==> src/rtl/unidade_busca_pkg.sv <==
// pkg_cpu: opcodes, fetch-stage state type and shared helpers for the CPU
package pkg_cpu;

   localparam int LARGURA_OPCODE = 5;

   localparam logic [LARGURA_OPCODE-1:0] OP_NOP  = 5'b00000;
   localparam logic [LARGURA_OPCODE-1:0] OP_HLT  = 5'b00001;
   localparam logic [LARGURA_OPCODE-1:0] OP_IN   = 5'b00010;
   localparam logic [LARGURA_OPCODE-1:0] OP_OUT  = 5'b00011;
   localparam logic [LARGURA_OPCODE-1:0] OP_ADD  = 5'b00100;
   localparam logic [LARGURA_OPCODE-1:0] OP_SUB  = 5'b00101;
   localparam logic [LARGURA_OPCODE-1:0] OP_AND  = 5'b00110;
   localparam logic [LARGURA_OPCODE-1:0] OP_OR   = 5'b00111;
   localparam logic [LARGURA_OPCODE-1:0] OP_XOR  = 5'b01000;
   localparam logic [LARGURA_OPCODE-1:0] OP_NOT  = 5'b01001;
   localparam logic [LARGURA_OPCODE-1:0] OP_SLL  = 5'b01010;
   localparam logic [LARGURA_OPCODE-1:0] OP_SRL  = 5'b01011;
   localparam logic [LARGURA_OPCODE-1:0] OP_ADDI = 5'b01100;
   localparam logic [LARGURA_OPCODE-1:0] OP_SUBI = 5'b01101;
   localparam logic [LARGURA_OPCODE-1:0] OP_LI   = 5'b01110;
   localparam logic [LARGURA_OPCODE-1:0] OP_MOV  = 5'b01111;
   localparam logic [LARGURA_OPCODE-1:0] OP_LW   = 5'b10000;
   localparam logic [LARGURA_OPCODE-1:0] OP_SW   = 5'b10001;
   localparam logic [LARGURA_OPCODE-1:0] OP_JMP  = 5'b10010;
   localparam logic [LARGURA_OPCODE-1:0] OP_BEQ  = 5'b10011;
   localparam logic [LARGURA_OPCODE-1:0] OP_BNE  = 5'b10100;
   localparam logic [LARGURA_OPCODE-1:0] OP_BLT  = 5'b10101;
   localparam logic [LARGURA_OPCODE-1:0] OP_BGT  = 5'b10110;
   localparam logic [LARGURA_OPCODE-1:0] OP_SLT  = 5'b10111;

   typedef enum logic [1:0] {
      EXECUTA,
      ESPERA,
      LIBERA,
      PARADO
   } estado_busca_t;

   // Counter increment that sticks at all-ones instead of wrapping.
   function automatic logic [31:0] incrementa_sat(input logic [31:0] valor);
      return (&valor) ? valor : valor + 32'd1;
   endfunction

endpackage

==> src/rtl/unidade_busca_sincroniza_borda.sv <==
// sincroniza_borda: 2-flop synchronizer for an async level plus rising-edge pulse
module sincroniza_borda (
   input  logic clock,
   input  logic reset_n,
   input  logic entrada,
   output logic borda
);

   logic [2:0] sinc_q, sinc_d;

   // Shift the raw level through two metastability flops and one history flop.
   always_comb begin
      sinc_d = {sinc_q[1:0], entrada};
   end

   // Chain register; cleared asynchronously so no stale edge survives a reset.
   always_ff @(posedge clock or negedge reset_n) begin
      if (!reset_n) sinc_q <= '0;
      else          sinc_q <= sinc_d;
   end

   assign borda = sinc_q[1] & ~sinc_q[2];

endmodule

==> src/rtl/unidade_busca.sv <==
// unidade_busca: PC register and fetch sequencing with IN stall and halt
module unidade_busca
   import pkg_cpu::*;
#(
   parameter int LARGURA_PC = 10
) (
   input  logic                  clock,
   input  logic                  reset_n,
   input  logic [31:0]           instrucao,
   input  logic                  jump,
   input  logic [31:0]           jumpE,
   input  logic                  halt,
   input  logic                  confirma,
   output logic [LARGURA_PC-1:0] pc,
   output logic [4:0]            opcode,
   output logic                  avanca,
   output logic                  esperando_in,
   output logic                  parado,
   output logic [31:0]           contagem_instr
);

   estado_busca_t         estado_q, estado_d;
   logic [LARGURA_PC-1:0] pc_q, pc_d;
   logic [31:0]           contagem_q, contagem_d;
   logic                  retira;
   logic                  borda_confirma;
   logic                  bits_unused;

   sincroniza_borda u_sincroniza (
      .clock   (clock),
      .reset_n (reset_n),
      .entrada (confirma),
      .borda   (borda_confirma)
   );

   assign opcode      = instrucao[31:27];
   assign bits_unused = ^{jumpE[31:LARGURA_PC], instrucao[26:0]};

   // Next-state, next-PC and retire decision; halt outranks IN, IN outranks jump.
   always_comb begin
      estado_d = estado_q;
      pc_d     = pc_q;
      retira   = 1'b0;
      unique case (estado_q)
         EXECUTA: begin
            if (halt) begin
               retira   = 1'b1;
               estado_d = PARADO;
            end else if (opcode == OP_IN) begin
               estado_d = ESPERA;
            end else begin
               retira = 1'b1;
               pc_d   = jump ? jumpE[LARGURA_PC-1:0] : pc_q + LARGURA_PC'(1);
            end
         end
         ESPERA: begin
            estado_d = borda_confirma ? LIBERA : ESPERA;
         end
         LIBERA: begin
            retira   = 1'b1;
            pc_d     = pc_q + LARGURA_PC'(1);
            estado_d = EXECUTA;
         end
         default: begin
            estado_d = PARADO;
         end
      endcase
   end

   // Retire strobe is forced low while reset is held, even though state already reads EXECUTA.
   always_comb begin
      avanca     = retira & reset_n;
      contagem_d = avanca ? incrementa_sat(contagem_q) : contagem_q;
   end

   // Architectural state of the fetch stage.
   always_ff @(posedge clock or negedge reset_n) begin
      if (!reset_n) begin
         estado_q   <= EXECUTA;
         pc_q       <= '0;
         contagem_q <= '0;
      end else begin
         estado_q   <= estado_d;
         pc_q       <= pc_d;
         contagem_q <= contagem_d;
      end
   end

   assign pc             = pc_q;
   assign contagem_instr = contagem_q;
   assign esperando_in   = (estado_q == ESPERA);
   assign parado         = (estado_q == PARADO);

endmodule

==> config.mk <==
export PLATFORM = sky130hd
export DESIGN_NAME = unidade_busca
export DESIGN_NICKNAME = d
export VERILOG_FILES = /design/src/rtl/unidade_busca_pkg.sv /design/src/rtl/unidade_busca_sincroniza_borda.sv /design/src/rtl/unidade_busca.sv
export SDC_FILE = /design/constraint.sdc
export NUM_CORES = 1
export LEC_CHECK = 0
export CAP_MARGIN = 20
export CORE_MARGIN = 1.5
export CORE_UTILIZATION = 30
export DETAILED_ROUTE_END_ITERATION = 7
export PLACE_DENSITY = 0.73
export SYNTH_ARGS = -nofsm -noshare
export SYNTH_HDL_FRONTEND = slang
export SYNTH_SLANG_ARGS = --single-unit
==> constraint.sdc <==
create_clock -name clock -period 3 [get_ports clock]
set_input_delay 0.45 -clock clock [delete_from_list [all_inputs] [get_ports clock]]
set_output_delay 0.45 -clock clock [all_outputs]
set_load 0.02 [all_outputs]
== After elaboration in Yosys (flattened, before gate mapping) ==
Cells that the tools add are included.
Operators by class
  add/sub/neg operators: 2
  multiply operators: 0
  div/mod/pow operators: 0
  order comparisons: 0
  equal/unequal tests: 7
  shift-type cells: 0
  muxes and demuxes: 11
  bitwise operators: 4
  reductions and logical operators: 5
Operators by type and width (count)
  32-bit by 1-bit adder with 32-bit output (second input constant): 1
  32-bit AND reduction: 1
  10-bit 2-to-1 mux: 3
  10-bit case mux with 2 select lines: 1
  10-bit by 1-bit adder with 10-bit output (second input constant): 1
  2-bit 2-to-1 mux: 3
  2-bit case mux with 3 select lines: 1
  5-bit by 2-bit == test with 1-bit output (second input constant): 1
  2-bit == test (second input constant): 2
  2-bit != test (second input constant): 2
  3-bit != test (second input constant): 1
  3-bit AND reduction: 1
  1-bit bitwise AND: 2
  2-bit by 1-bit == test with 1-bit output (second input constant): 1
  2-bit zero test: 1
  1-bit 2-to-1 mux: 2
  1-bit NOT: 2
  1-bit case mux with 2 select lines: 1
  2-bit AND reduction: 1
  2-bit nonzero test: 1
Storage, ports and cells
  flip-flop bits (word level): 47
  bits in latches: 0
  bits in writable memories: 0
  memory bits (read-only): 0
  input bits: 69
  output and inout port bits: 50
  logic and storage cells: 33
  memories kept: 0

== Depth between registers and ports, before layout ==
  word-level depth: 6
  gate-level depth with buffers: 7
  depth with buffers taken out: 6

== Hierarchy ==
Synthesis repeated with hierarchy kept, for this count alone.
Second synthesis, totals
  cells, all modules: 245
  area total of the unflattened synthesis: 2358.5 sq um
Modules (own cells, without submodules)
  unidade_busca: times used 1, cells an instance 241, area each 2269.7 sq um, sequential area each 1101.1 sq um
  sincroniza_borda: times used 1, cells an instance 4, area each 88.8 sq um, sequential area each 75.1 sq um

== Worst setup path after synthesis ==
OpenSTA, ideal clock, no wires.
  kind: input to register
  start point: in instrucao[28]
  end point: reg contagem_q[14] (netlist: contagem_instr[14])
  setup time: 0.132 ns
  arrival time: 1.666 ns
  data required time: 2.868 ns
  slack: 1.202 ns
  cell stages on the path: 6
  buffers on the path: 1
  path through: nor3b_1 a311o_4 a41oi_4 buf_6 nand4_1 xnor2_1
Between the ends
  cells in the longest elaborated chain, start to end: 6
Ends and longest elaborated chain
  start: declaration: line unidade_busca.sv:9  | input logic [31:0] instrucao,
  5-bit by 2-bit == test with 1-bit output: line unidade_busca.sv:49  | end else if (opcode == OP_IN) begin
  1-bit 2-to-1 mux: line unidade_busca.sv:49
  1-bit 2-to-1 mux: line unidade_busca.sv:46  | if (halt) begin
  1-bit case mux with 2 select lines: line unidade_busca.sv:44  | unique case (estado_q)
  1-bit bitwise AND: line unidade_busca.sv:72  | avanca = retira & reset_n;
  2-bit AND reduction (no source line)
  end signal: assignment: line unidade_busca.sv:85  | contagem_q <= contagem_d;
  end: declaration: line unidade_busca.sv:24  | logic [31:0] contagem_q, contagem_d;
Every way passes these cells.
A chain may end at the register's enable or synchronous reset.

== Worst setup path in the final report ==
  start point: in instrucao[28]
  end point: out avanca
Between the ends
  cells in the longest elaborated chain, start to end: 5
Ends and longest elaborated chain
  5-bit by 2-bit == test with 1-bit output: line unidade_busca.sv:49
  1-bit 2-to-1 mux: line unidade_busca.sv:49
  1-bit 2-to-1 mux: line unidade_busca.sv:46
  1-bit case mux with 2 select lines: line unidade_busca.sv:44
  1-bit bitwise AND: line unidade_busca.sv:72
  end: declaration: line unidade_busca.sv:16  | output logic avanca,
Every way passes these cells.

==> run summary <==
RSZ-0062 raised after global routing - false
final critical-path required period - 2640 ps
Avg Inst Size Synth - 10.3 um^2
Longest Clk Path Bufs - 2
power density over cell area - 657 nW/um^2
top cells by count, synth - 47 x dfrtp_1, 20 x nand4_1, 20 x xnor2_1, 19 x nand2_1, 15 x nor2_1
fillers - 777
Setup WS post-layout - 357 ps
Post-Place Setup Slack - 351 ps
Max VDD drop - 431 uV
share of the synthesized area in the top cell type - 0.487
main area contributors after synthesis - dfrtp_1 49%, xnor2_1 7.3%, nand4_1 5.2%
fin crit share - 0.881
Setup Viol. Count Final - 0
Arr. time, crit path - 2190 ps
final hold viol count - 0
number of synthesized flops with an enable pin - 0
Post-CTS Setup Bufs - 0
Placed Cells - 399
Starting DRT DRC Count - 72
Routed WL - 5.52 mm
Critical Path Sink Type - output port
post-route cell area - 3280 um^2
max cap viols - 0
post-synthesis sequential area ratio - 0.487
crit start category - primary input
Die Ht - 92.7 um
CTS-repair resized insts - 0
Worst Hold Class - primary input to asynchronous set/reset pin
total core area - 7770 um^2
Util after Layout - 0.422
Syn Std Cell Area - 2410 um^2
count of cell types in the netlist - 44
ant diodes - 0
WL/cell - 13.5 um
CTS tree - built
CP Data Required Time - 2550 ps
clock latency on the worst-skew pair - 300 ps
Final Max Slew Viols - 0
Pleak - 1.34 nW
Clock transition at path regs - 90 ps
Area Growth Syn to Fin - 35.8%
Fmax - 378 MHz
Post-synth ARST share - 1.00
Total Power Consumption - 2.15 mW
count leader, synth - dfrtp_1
I/O Buffers - 69
Worst Path Max Fanout - 5
vias per std cell - 4.95
total grt overflow - 0
cts hold-fix bufs - 0
H-tree depth - 2
Cells after Synth - 235
initial antenna violation count - 0
Yosys top cell by area - dfrtp_1
GR Util All Layers - 0.133
vias - 2,019
hpwl dp - 3.94 mm
#FFs+latches synth - 47
WS Path Type - primary input to output port
fin nets - 376
hold slack - 253 ps
commonest register cell after synthesis - dfrtp_1
dpl cell area - 3180 um^2
Starting Density - 0.311
share of cells above drive strength 1 - 0.0882
vias in the first global route - 1,925
Synth Warn # - 0
largest net degree at the start of global routing - 48
die area - 8590 um^2
max_slew headroom - 0.594
Setup TNS Final - 0 ps
first-pass GRT wire length - 9.18 mm
clock root buffer master - clkbuf_8
cts bufs inserted - 5
IO Count - 119
Post-Syn Nets - 306
outcome - finished clean
First-pass DRT Iterations - 4
DRC - 0
routability cong. - 0.771
Slew @ Worst Pin - 609 ps
Finished Layout Cells - 408
Row Count - 32
chip width - 92.7 um
Final ANT Viol Nets - 0
clock sink count - 47
clk_skew - 13.5 ps
[layout by cell type (no fill, tap or decap), drive strengths merged]
| master | netlist | final |
|---|---|---|
| and3 | 9 | 9 |
| or3 | 2 | 2 |
| ha | 2 | 2 |
| xor2 | 11 | 11 |
| nand2 | 19 | 19 |
| nand3 | 12 | 12 |
| xnor2 | 20 | 20 |
| a21oi | 9 | 9 |
| o21ai | 11 | 11 |
| nor4b | 1 | 1 |
| nand4 | 20 | 20 |
| dfrtp | 47 | 47 |
| inv | 4 | 5 |
| a41oi | 1 | 1 |
| a22oi | 1 | 1 |
| and2 | 3 | 3 |
| nand2b | 1 | 1 |
| a2bb2oi | 5 | 5 |
| nor2 | 16 | 16 |
| clkbuf | 3 | 6 |
| o22ai | 4 | 4 |
| nor4 | 3 | 3 |
| nor3 | 8 | 8 |
| o21a | 1 | 1 |
| nor2b | 3 | 3 |
| a311o | 1 | 1 |
| o211ai | 1 | 1 |
| clkdlybuf4s50 | 0 | 68 |
| nor3b | 2 | 2 |
| clkinvlp | 0 | 1 |
| o21bai | 1 | 1 |
| mux2 | 1 | 1 |
| and4 | 3 | 3 |
| buf | 9 | 7 |
| mux2i | 1 | 1 |
[final cells by class]
| type | count | area (um^2) | share of cell area |
|---|---|---|---|
| clock buffers | 6 | 72.6 | 0.0221 |
| clock inverters | 2 | 16.3 | 0.00496 |
| inverters | 4 | 15.0 | 0.00458 |
| multi-input cells | 172 | 1140 | 0.348 |
| flip-flops and latches | 47 | 1180 | 0.359 |
| well taps | 102 | 128 | 0.0389 |
| repair buffers | 75 | 728 | 0.222 |
[per-layer routing]
layer  part of all wire  vias up  GRT usage
met5                  0        -          0
met4             0.0025        0     0.0316
met3              0.063        2     0.0320
met2               0.46       68      0.210
met1               0.47      968      0.183
li1                   -      981          -
[worst max-delay path: stages]
cell and delay [ps]:
clkdlybuf4s50_1 410, nor3b_1 160, a311o_4 460, inv_2 90
clkdlybuf4s50_1 620
[kinds of logic after synthesis]
| logic type | count (synthesis) | share of synthesized area |
|---|---|---|
| xor+xnor | 31 | 0.112 |
| flops | 47 | 0.487 |
| buf+inv | 16 | 0.0399 |
| simple gates | 102 | 0.239 |
| mux | 2 | 0.00881 |
| compound gates | 35 | 0.102 |
| fa+ha+maj | 2 | 0.0104 |
[state kept, by name, indices dropped and copies added, names as in the netlist]
signal	flops
u_sincroniza.sinc_q	3
contagem_instr	32
estado_q	2
pc	10
[power by group]
part	total, mW	internal [mW]	switching (mW)	leakage (nW)
combinational	0.843	0.412	0.431	0.692
sequential	0.918	0.755	0.163	0.608
clock	0.392	0.168	0.224	0.0418
[final timing paths]
kind,startpoint,end,slack [ps],cells past startpoint
max,instrucao[28],avanca,360,5
min,reset_n,pc[8],250,2
max reg2reg,contagem_instr[0],contagem_instr[1],980,6
min reg2reg,u_sincroniza.sinc_q[0],u_sincroniza.sinc_q[1],350,0
max in group asynchronous,reset_n,contagem_instr[15],2330,2
min in group clock,u_sincroniza.sinc_q[0],u_sincroniza.sinc_q[1],350,0
No activity file was read; power rests on OpenSTA's default activity.
